$ cat src/rtl/controle_temporizador.sv
// Run controller for an external 4-bit synchronous up-counter: R ticks of P cycles each.
// Optional CONTROLE_TEMPORIZADOR_PAUSA_EN adds a pausar input that freezes counting.
module controle_temporizador (
  input  logic       CLK,
  input  logic       RESET,
  input  logic       iniciar,
  input  logic       parar,
  input  logic [3:0] periodo,
  input  logic [3:0] repeticoes,
  input  logic       cnt_rco,
`ifdef CONTROLE_TEMPORIZADOR_PAUSA_EN
  input  logic       pausar,
`endif
  output logic       cnt_clr_n,
  output logic       cnt_ld_n,
  output logic       cnt_enp,
  output logic       cnt_ent,
  output logic [3:0] cnt_d,
  output logic       tick,
  output logic       ocupado,
  output logic       pronto,
  output logic       abortado,
  output logic [4:0] restantes,
  output logic [2:0] estado
);

  localparam int unsigned RW = 5;

  localparam logic [2:0] IDLE    = 3'd0;
  localparam logic [2:0] CARREGA = 3'd1;
  localparam logic [2:0] CONTA   = 3'd2;
  localparam logic [2:0] FIM     = 3'd3;
  localparam logic [2:0] ABORTA  = 3'd4;

  logic [2:0]    estado_q, estado_d;
  logic [3:0]    p_q;
  logic [RW-1:0] rest_q, rest_d;
  logic          pausa_c;
  logic          rco_c;
  logic          carrega_c;

`ifdef CONTROLE_TEMPORIZADOR_PAUSA_EN
  assign pausa_c = pausar;
`else
  assign pausa_c = 1'b0;
`endif

  // Carry only counts while actively counting and not frozen
  assign rco_c     = cnt_rco & (estado_q == CONTA) & ~pausa_c;
  assign carrega_c = (estado_q == IDLE) & iniciar;

  // Load value makes the counter wrap to 15 after exactly P counts; P=0 means 16
  assign cnt_d     = 4'(5'd16 - {1'b0, p_q});
  assign restantes = rest_q;
  assign estado    = estado_q;

  // State, latched period and remaining-tick register
  always_ff @(posedge CLK or posedge RESET) begin
    if (RESET) begin
      estado_q <= IDLE;
      p_q      <= 4'd0;
      rest_q   <= '0;
    end else begin
      estado_q <= estado_d;
      rest_q   <= rest_d;
      if (carrega_c) p_q <= periodo;
    end
  end

  // Next state and decoded counter controls
  always_comb begin
    estado_d  = estado_q;
    rest_d    = rest_q;
    tick      = 1'b0;
    ocupado   = 1'b0;
    pronto    = 1'b0;
    abortado  = 1'b0;
    cnt_clr_n = 1'b1;
    cnt_ld_n  = 1'b1;
    cnt_enp   = 1'b0;
    cnt_ent   = 1'b0;
    case (estado_q)
      IDLE: begin
        if (iniciar) begin
          estado_d = CARREGA;
          rest_d   = (repeticoes == 4'd0) ? RW'(16) : {1'b0, repeticoes};
        end
      end
      CARREGA: begin
        ocupado  = 1'b1;
        cnt_ld_n = 1'b0;
        if (parar) begin
          estado_d = ABORTA;
          rest_d   = '0;
        end else begin
          estado_d = CONTA;
        end
      end
      CONTA: begin
        ocupado = 1'b1;
        cnt_enp = ~pausa_c;
        cnt_ent = ~pausa_c;
        if (parar) begin
          estado_d = ABORTA;
          rest_d   = '0;
        end else if (rco_c) begin
          tick   = 1'b1;
          rest_d = rest_q - RW'(1);
          // Reload on the wrap cycle so consecutive periods have no gap
          if (rest_q > RW'(1)) cnt_ld_n = 1'b0;
          else                 estado_d = FIM;
        end
      end
      FIM: begin
        cnt_clr_n = 1'b0;
        pronto    = 1'b1;
        estado_d  = IDLE;
      end
      ABORTA: begin
        cnt_clr_n = 1'b0;
        abortado  = 1'b1;
        estado_d  = IDLE;
      end
      default: estado_d = IDLE;
    endcase
    if (RESET) begin
      tick      = 1'b0;
      ocupado   = 1'b0;
      pronto    = 1'b0;
      abortado  = 1'b0;
      cnt_clr_n = 1'b0;
      cnt_ld_n  = 1'b1;
      cnt_enp   = 1'b0;
      cnt_ent   = 1'b0;
    end
  end

endmodule

$ cat config.mk
export PLATFORM = sky130hd
export DESIGN_NAME = controle_temporizador
export DESIGN_NICKNAME = d
export VERILOG_FILES = /design/src/rtl/controle_temporizador.sv
export SDC_FILE = /design/constraint.sdc
export NUM_CORES = 1
export LEC_CHECK = 0
export BUFFER_PORTS_ARGS = -buffer_cell sky130_fd_sc_hd__clkbuf_2
export CORE_MARGIN = 4
export CORE_UTILIZATION = 25
export DETAILED_ROUTE_END_ITERATION = 6
export GPL_TIMING_DRIVEN = 0
export PLACE_DENSITY_LB_ADDON = 0.08
export SLEW_MARGIN = 20
export SYNTH_ARGS = -nofsm -noshare
export SYNTH_HDL_FRONTEND = slang
export SYNTH_SLANG_ARGS = --single-unit
$ cat constraint.sdc
create_clock -name CLK -period 5.1 [get_ports CLK]
set_clock_uncertainty 0.2 [all_clocks]
set_input_delay 0.765 -clock CLK [delete_from_list [all_inputs] [get_ports CLK]]
set_output_delay 0.765 -clock CLK [all_outputs]
set_load 0.03 [all_outputs]
==> impl_metrics.json, run 1 <==
{
  "clkLatencyLatePin_ns": 0.28,
  "p_leak_uw": 0.000515,
  "antenna_found_initial": 0,
  "dieArea_sq_um": 4170,
  "place_hpwl_mm": 1.58,
  "hold_viol": 0,
  "final_cell_mix": "clkbuf_2, dfrtp_1, nor2_1, nor3_1, inv_1",
  "ys_ff_latch": 12,
  "rrSetupSlack_ns": 3.10,
  "placed_cells": 164,
  "cts-root-buf": "clkbuf_4",
  "slowest_delay_ns": 0.65,
  "fin_nets": 141,
  "cts_made_buffers": 3,
  "critPathKind": "reg2out",
  "syn_inst": 88,
  "gp_congestion": 0.796,
  "grt_overflow": 0,
  "grt_usage_pct": 10.4,
  "yosys.area.top_type": "dfrtp_1",
  "grt_pass1_vias": 796,
  "final_cell_count_no_fill": 168,
  "seqPwrFrac_pct": 24.3,
  "initial_core_util_pct": 26.2,
  "period_minus_slack_ns": 3.05,
  "postCtsSetupRepairBufs": 0,
  "clockPowerShare_pct": 9.9,
  "crit_path_max_fanout": 10,
  "die_h_um": 64.6,
  "grt_pass1_wl_mm": 3.47,
  "outcome": "finished clean",
  "h-tree-depth": 1,
  "fp-row-count": 20,
  "rsz0062_at_grt": "no",
  "post_drt_via_cell_ratio": 4.54,
  "yosysTopAreaCellShare_pct": 37.6,
  "synth_area_sq_um": 800,
  "drc": 0,
  "yosysUniqueCellTypes": 32,
  "min_period_over_period_pct": 59.7,
  "ys_warn_count": 0,
  "port_buffers": 32,
  "placeableCoreArea_sq_um": 3050,
  "cts_tree": "yes",
  "hold_class": "in2async",
  "netlist_top_cells_area": "dfrtp_1, ha_1, nor3_1, nor2_1, mux2_2",
  "cts.reportedPaths.clkPinSlew_ns": 0.09,
  "drive_gt1_share_pct": 36.3,
  "max_cap_viol_count": 0,
  "diodes": 0,
  "clock-sinks": 12,
  "antenna_left": 0,
  "cp.required_ns": 4.14,
  "tightestPinTransition_ns": 0.683,
  "grt_max_degree": 16,
  "fillers": 352,
  "slew_headroom_pct": 54.4,
  "fp.dieW_um": 64.6,
  "finalMaxSlewViolations": 0,
  "yosysSeqAreaShare_pct": 37.6,
  "finalSetupViolCount": 0,
  "drtIter0Drc": 25,
  "ios": 33,
  "final_common_cell": "clkbuf_2",
  "whs_ns": 0.334,
  "swShare_pct": 52.7,
  "ir_drop_mv": 0.186,
  "power-per-cell-area_nw_per_um2": 749,
  "vias": 763,
  "start_kind": "flip-flop",
  "clockBufferDepth": 2,
  "worstSetupEndpointType": "output port",
  "intPower_uw": 372,
  "path_cells": "buf_2, nor4b_2, and3_1, o21ai_0, clkbuf_2",
  "ctsHoldBuffers": 0,
  "critical_path.top_delay_family": "simple AND/OR/NAND/NOR gates",
  "synthToLayoutAreaGrowth_pct": 31.5,
  "ff_latch_area_sq_um": 300,
  "routedWlPerCell_um": 11.9,
  "avgSynthCellArea_sq_um": 9.09,
  "drt_wl_total_mm": 2.00,
  "power_frac_comb_pct": 65.8,
  "fmax_mhz": 328,
  "switchingPower_uw": 415,
  "setup-tns-final_ns": 0,
  "multi_input_area_sq_um": 440,
  "crit_buf_inv": 2,
  "critPathArrivalTime_ns": 2.08,
  "cp_slowest_cell": "nor4b_2",
  "syn-num-nets": 104,
  "cts_resized": 0,
  "drtPass1Iterations": 4
}
power groups by stage:
stage | combinational (uW) | clock (uW) | sequential (uW)
3_3_place_gp | 527 | 0 | 191
6_report | 518 | 78.3 | 191
2_1_floorplan | 353 | 0 | 237
3_5_place_dp | 527 | 0 | 193
4_1_cts | 528 | 80.8 | 192
5_1_grt | 573 | 85.1 | 201
final cells by class:
type,count,area share [%]
timing repair buffer,32,15.2
clock buffer,4,3.45
multi-input combinational,63,41.9
tap,44,5.24
inverter,7,2.50
sequential,12,28.6
buffer,6,3.10
through the flow:
stage,total power (uW),instance area [sq um],setup WS (ns),utilization (%)
6_report,787,1050,2.05,34.4
5_1_grt,859,1050,1.87,34.4
4_1_cts,801,1050,2.00,34.4
3_5_place_dp,720,1010,2.02,33.2
3_3_place_gp,718,1010,2.03,33.2
2_1_floorplan,590,800,1.94,-
flip-flops by register name, indices dropped and copies added (netlist names):
register,count
restantes,5
p_q,4
estado,3
worst paths after layout:
path | endpoint | depth (start not counted) | startpoint
worst max-delay path | cnt_ld_n | 5 | estado[0]$_DFFE_PP0P_
worst min-delay path | estado[0]$_DFFE_PP0P_ | 2 | RESET
worst max register to register | restantes[1]$_DFFE_PP0P_ | 4 | estado[0]$_DFFE_PP0P_
worst min register to register | p_q[3]$_DFFE_PP0P_ | 1 | p_q[3]$_DFFE_PP0P_
max in group asynchronous | p_q[3]$_DFFE_PP0P_ | 2 | RESET
min in group CLK | p_q[3]$_DFFE_PP0P_ | 1 | p_q[3]$_DFFE_PP0P_
synthesized netlist by cell type (all sizes together):
cell type,instances
inv,7
xor2,1
nand2b,2
dfrtp,12
nor2b,1
a31oi,1
clkbuf,2
nor4b,2
ha,3
a2111oi,1
nor4,1
and3,2
xnor2,2
o21bai,1
a32o,2
or4,1
mux2,3
o21ai,7
o211ai,1
nand2,6
buf,4
mux2i,1
nor2,9
a22o,3
and2,2
o2bb2ai,2
a21oi,1
nor3,7
nor3b,1
cells by family after synthesis:
| family | count (synthesis) | share of synthesized area (%) |
|---|---|---|
| xor gates and xnor gates | 3 | 3.29 |
| buffers and inverters | 13 | 7.36 |
| DFF | 12 | 37.6 |
| and+or+nand+nor | 34 | 22.5 |
| AOI/OAI and AO/OA | 19 | 19.1 |
| muxes | 4 | 5.48 |
| adders and majority gates | 3 | 4.70 |
metal layers:
layer | global-route usage, % | part of all wire (%) | routed length [um] | vias up
li1 | - | - | - | 382
met1 | 12.8 | 47 | 942 | 350
met2 | 16.8 | 45 | 891 | 25
met3 | 3.47 | 6.8 | 135 | 6
met4 | 3.96 | 1.6 | 31 | 0
met5 | 0 | 0 | 0 | -
No activity file was read; power rests on OpenSTA's default activity.
==> run 2, diff against run 1 <==
Settings changed: ABC_AREA from default to 1.
Clock period 5.1 ns to 3.1 ns, I/O delays scaled along.
==> run 2 against run 1 <==
First-iteration DRC count is 32% lower; global-route usage is 0.13 points higher; sequential share of layout area is 0.44 points lower; routed wire length is 2.9% higher; power is 48% higher; critical path type unchanged; largest power group unchanged; sequential power is 60% higher; highest routed layer unchanged.
==> impl_metrics.json, run 2 <==
{
  "start_kind": "flip-flop",
  "async_reset_ff_share_pct": 100,
  "antenna_left": 0,
  "cts-root-buf": "clkbuf_4",
  "routedWlPerCell_um": 10.2,
  "fp.dieW_um": 65.6,
  "outcome": "finished clean",
  "grt_pass1_vias": 821,
  "ios": 33,
  "crit_start": "estado[0]$_DFFE_PP0P_",
  "fp-row-count": 20,
  "syn_inst": 123,
  "cts_resized": 0,
  "final_common_cell": "nand2_1",
  "critPathKind": "reg2out",
  "tightestPinTransition_ns": 0.506,
  "hold_class": "in2async",
  "netlist_top_cells_area": "dfrtp_1, nand2_1, inv_1, nand3_1, nor2_1",
  "ys_ff_latch": 12,
  "grt_overflow": 0,
  "die_h_um": 65.6,
  "synth-main-ff-cell": "dfrtp_1",
  "synth_common_cells": "nand2_1, inv_1, nor2_1",
  "port_buffers": 32,
  "slew_headroom_pct": 66.2,
  "setup-tns-final_ns": 0,
  "diodes": 0,
  "critPathArrivalTime_ns": 1.69,
  "finalPower_uw": 1170,
  "p_leak_uw": 0.000620,
  "crit_path_max_fanout": 7,
  "postCtsSetupRepairBufs": 0,
  "drc": 0,
  "drt_wl_total_mm": 2.06,
  "drive_gt1_share_pct": 27.2,
  "ir_drop_mv": 0.331,
  "synthToLayoutAreaGrowth_pct": 28.7,
  "ctsHoldBuffers": 0,
  "fmax_mhz": 424,
  "finalMaxSlewViolations": 0,
  "largest_reg_flops": 5,
  "post_drt_via_cell_ratio": 4.24,
  "place_hpwl_mm": 1.76,
  "clockBufferDepth": 2,
  "drtIter0Drc": 17,
  "max_cap_viol_count": 0,
  "ys_warn_count": 0,
  "cts_made_buffers": 3,
  "final_cell_mix": "nand2_1, clkbuf_2, inv_1, nor2_1, nand3_1",
  "hold_viol": 0,
  "r2r-start": "estado[0]$_DFFE_PP0P_",
  "drtPass1Iterations": 4,
  "cts.reportedPaths.clkPinSlew_ns": 0.08,
  "power-per-cell-area_nw_per_um2": 1090,
  "grt_usage_pct": 10.5,
  "rsz0062_at_grt": "no",
  "yosysSeqAreaShare_pct": 36.2,
  "antenna_found_initial": 0,
  "vias": 857,
  "yosysTopAreaCellShare_pct": 36.2,
  "grt_pass1_wl_mm": 3.52,
  "gp_congestion": 0.717,
  "min_period_over_period_pct": 76.1,
  "cp.required_ns": 2.43,
  "worstSetupEndpointType": "output port",
  "yosys.area.top_type": "dfrtp_1",
  "finalSetupViolCount": 0,
  "cts_tree": "yes",
  "period_minus_slack_ns": 2.36,
  "yosysMostFrequentCell": "nand2_1",
  "grt_max_degree": 14,
  "clock-sinks": 12,
  "h-tree-depth": 1,
  "placeableCoreArea_sq_um": 3100,
  "dieArea_sq_um": 4300,
  "fin_nets": 176,
  "yosysUniqueCellTypes": 19,
  "syn-num-nets": 139,
  "initial_core_util_pct": 26.7,
  "clkLatencyLatePin_ns": 0.27,
  "avgSynthCellArea_sq_um": 6.74,
  "synth-edff-count": 0,
  "synth_area_sq_um": 830
}
==> run 2: final cells by class <==
class	instances	area (sq um)
clock buffer	3	22.5
fill	374	2040
buffer	2	15.0
inverter	20	75.1
tap	44	55.1
sequential	12	300
multi-input combinational	89	439
timing repair buffer	32	160
==> run 2: per-stage QoR <==
step	cells	area [sq um]	hold WS, ns	util, %	setup slack (ns)
3_5_place_dp	199	1040	0.301	33.7	0.901
5_1_grt	202	1070	0.132	34.4	0.602
3_3_place_gp	199	1040	0.298	33.7	0.897
2_1_floorplan	123	830	0.138	-	0.742
6_report	202	1070	0.0771	34.4	0.740
4_1_cts	202	1070	0.0847	34.4	0.705
==> run 2: metal layers <==
| layer | vias up | global-route usage [%] | wire length [um] |
|---|---|---|---|
| met2 | 19 | 18.1 | 941 |
| met3 | 2 | 3.93 | 137 |
| li1 | 459 | - | - |
| met4 | 0 | 2.33 | 12 |
| met5 | - | 0 | 0 |
| met1 | 377 | 12.4 | 967 |
==> run 2: worst paths after layout <==
check	to	slack, ns	cells after the start
worst max-delay path	cnt_ld_n	0.74	7
worst min-delay path	estado[1]$_DFFE_PP0P_	0.08	2
worst max register to register	restantes[2]$_DFFE_PP0P_	1.52	8
worst min register to register	p_q[3]$_DFFE_PP0P_	0.31	2
max in group asynchronous	restantes[0]$_DFFE_PP0P_	2.27	2
min in group CLK	estado[1]$_DFFE_PP0P_	0.22	2
==> run 2: cell families after synthesis <==
group / count (synthesis) / synth area share [%]
DFF: 12 / 36.2
xor gates and xnor gates: 3 / 3.17
adders and majority gates: 3 / 4.53
buffers and inverters: 22 / 10.9
and+or+nand+nor: 76 / 41.0
AOI/OAI and AO/OA: 7 / 4.22
==> run 2: power by group <==
group / internal (uW) / switching (uW)
sequential: 226 / 79.7
clock: 44.8 / 47.8
combinational: 228 / 540
total: 499 / 667
==> run 2: critical path, stage by stage, from the launching register on <==
cell,delay (ns)
dfrtp_1,0.47
nor2_4,0.22
nand2_2,0.12
nor2_4,0.18
nand3_1,0.11
nor2_1,0.11
nor2_1,0.04
clkbuf_2,0.17
==> run 3, diff against run 2 <==
Clock period 3.1 ns to 2.15 ns, I/O delays scaled along.
==> run 3 against run 2 <==
First-iteration DRC count is 35% higher; die area stayed put; via count is 2.2% higher; sequential power is 51% higher; worst hold slack better by 0.012 ns; cell count is 1.5% higher; setup slack worse by 0.58 ns; combinational power is 50% higher; critical path depth is 1 lower; utilization is 1.6 points higher; design area is 4.6% higher; routed wire length is 5.8% higher; critical endpoint is now ocupado; largest cell class unchanged.
==> impl_metrics.json, run 3 (synthesis gave the netlist of run 2 again) <==
{
  "max_cap_viol_count": 0,
  "hp-start": "parar",
  "switchingPower_uw": 997,
  "drive_gt1_share_pct": 32.9,
  "finalMaxSlewViolations": 0,
  "r2r-start": "estado[0]$_DFFE_PP0P_",
  "period_minus_slack_ns": 1.99,
  "initial_core_util_pct": 26.7,
  "fillers": 369,
  "intPower_uw": 754,
  "power-per-cell-area_nw_per_um2": 1570,
  "antenna_left": 0,
  "slew_headroom_pct": 61.0,
  "power_frac_comb_pct": 65.8,
  "outcome": "finished clean",
  "swShare_pct": 56.9,
  "crit_path_max_fanout": 7,
  "critPathArrivalTime_ns": 1.47,
  "h-tree-depth": 1,
  "diodes": 0,
  "grt_max_degree": 13,
  "holdPathStages": 2,
  "final_cell_mix": "nand2_1, clkbuf_2, inv_1, nor2_1, nand3_1",
  "min_period_over_period_pct": 92.8,
  "critPathKind": "reg2out",
  "post_drt_via_cell_ratio": 4.27,
  "drtIter0Drc": 23,
  "final_common_cell": "nand2_1",
  "hold_viol": 0,
  "placeableCoreArea_sq_um": 3100,
  "tightestPinTransition_ns": 0.584,
  "fp-row-count": 20,
  "grt_overflow": 0,
  "fp.dieW_um": 65.6,
  "fmax_mhz": 501,
  "whs_ns": 0.0893,
  "drtPass1Iterations": 4,
  "drc": 0,
  "gp_congestion": 0.767,
  "routedWlPerCell_um": 10.6,
  "grt_pass1_wl_mm": 3.82,
  "rrSetupSlack_ns": 0.62,
  "grt_pass1_vias": 904,
  "vias": 876,
  "die_h_um": 65.6,
  "ir_drop_mv": 0.509,
  "drt_wl_total_mm": 2.18,
  "cts_made_buffers": 3,
  "grt_usage_pct": 11.3,
  "clockBufferDepth": 2,
  "dieArea_sq_um": 4300,
  "port_buffers": 32,
  "seqPwrFrac_pct": 26.3,
  "worstRegToRegCells": 6,
  "r2r_end": "restantes[0]$_DFFE_PP0P_",
  "fin_nets": 179,
  "hold_end": "estado[1]$_DFFE_PP0P_",
  "hold_class": "in2reg",
  "start_kind": "flip-flop",
  "cts_tree": "yes",
  "synthToLayoutAreaGrowth_pct": 34.5,
  "p_leak_uw": 0.000632,
  "finalSetupViolCount": 0,
  "antenna_found_initial": 0,
  "largest_reg_flops": 5,
  "clockPowerShare_pct": 7.9,
  "ios": 33,
  "rsz0062_at_grt": "no",
  "cp.required_ns": 1.63,
  "clock-sinks": 12,
  "worstSetupEndpointType": "output port",
  "cts-root-buf": "clkbuf_4",
  "setup-tns-final_ns": 0,
  "cts.reportedPaths.clkPinSlew_ns": 0.08,
  "place_hpwl_mm": 1.78,
  "clkLatencyLatePin_ns": 0.27
}
==> run 3: cell count changes in the layout (fill, tap and decap cells not counted), sizes merged <==
cell,previous run,this run
buf,2,5
clkbuf,35,34
dlygate4sd3,0,1
==> run 3: how the worst max path moves through the flow <==
stage                              from        to  cells past startpoint
6_report          estado[1]$_DFFE_PP0P_   ocupado                      6
5_1_grt        restantes[2]$_DFFE_PP0P_  cnt_ld_n                      6
4_1_cts           estado[0]$_DFFE_PP0P_  cnt_ld_n                      7
3_5_place_dp                      RESET  cnt_ld_n                      6
3_3_place_gp      estado[0]$_DFFE_PP0P_  cnt_ld_n                      7
2_1_floorplan     estado[0]$_DFFE_PP0P_   cnt_ent                      4
==> run 3: repair_timing <==
item,CTS,global route
pin swaps,1,1
endpoints found under the setup margin,2,3
endpoints found under the hold margin,12,0
hold buffers,1,0
setup buffers,1,1
resized for setup,0,7
==> run 3: final cells by class <==
class                      instances  area [sq um]  share of cell area, %
buffer                             2          15.0                   1.35
clock buffer                       3          22.5                   2.02
inverter                          20          75.1                   6.73
multi-input combinational         89           459                   41.1
sequential                        12           304                   27.2
tap                               44          55.1                   4.93
timing repair buffer              35           185                   16.6
==> run 3: metrics by stage <==
step	setup WS (ns)	instances	power [uW]	area (sq um)	utilization [%]
detailed placement	0.201	199	1580	1060	34.1
global placement	0.217	199	1570	1060	34.1
CTS	0.0532	204	1750	1100	35.4
finish	0.156	205	1750	1120	36.0
floorplan	0.0374	123	1280	842	-
global route	0.00155	205	1930	1120	36.0
==> run 3: power groups by stage <==
stage / Sequential (uW) / Clock (uW) / Combinational [uW]
finish: 461 / 138 / 1150
global route: 479 / 162 / 1290
CTS: 448 / 146 / 1150
detailed placement: 452 / 0 / 1130
global placement: 448 / 0 / 1120
floorplan: 555 / 0 / 730
==> run 3: layer usage <==
layer	vias up	track usage, %	share of wire, %
li1	464	-	-
met1	387	14.1	49
met2	23	19.2	46
met3	2	3.59	5.1
met4	0	1.55	0.50
met5	-	0	0
==> run 3: critical path, stage by stage, from the launching register on <==
cell and delay [ns]:
dfrtp_2 0.46, inv_2 0.13, nand3_1 0.15, nand2_2 0.12
inv_2 0.07, nor2_1 0.07, buf_2 0.20
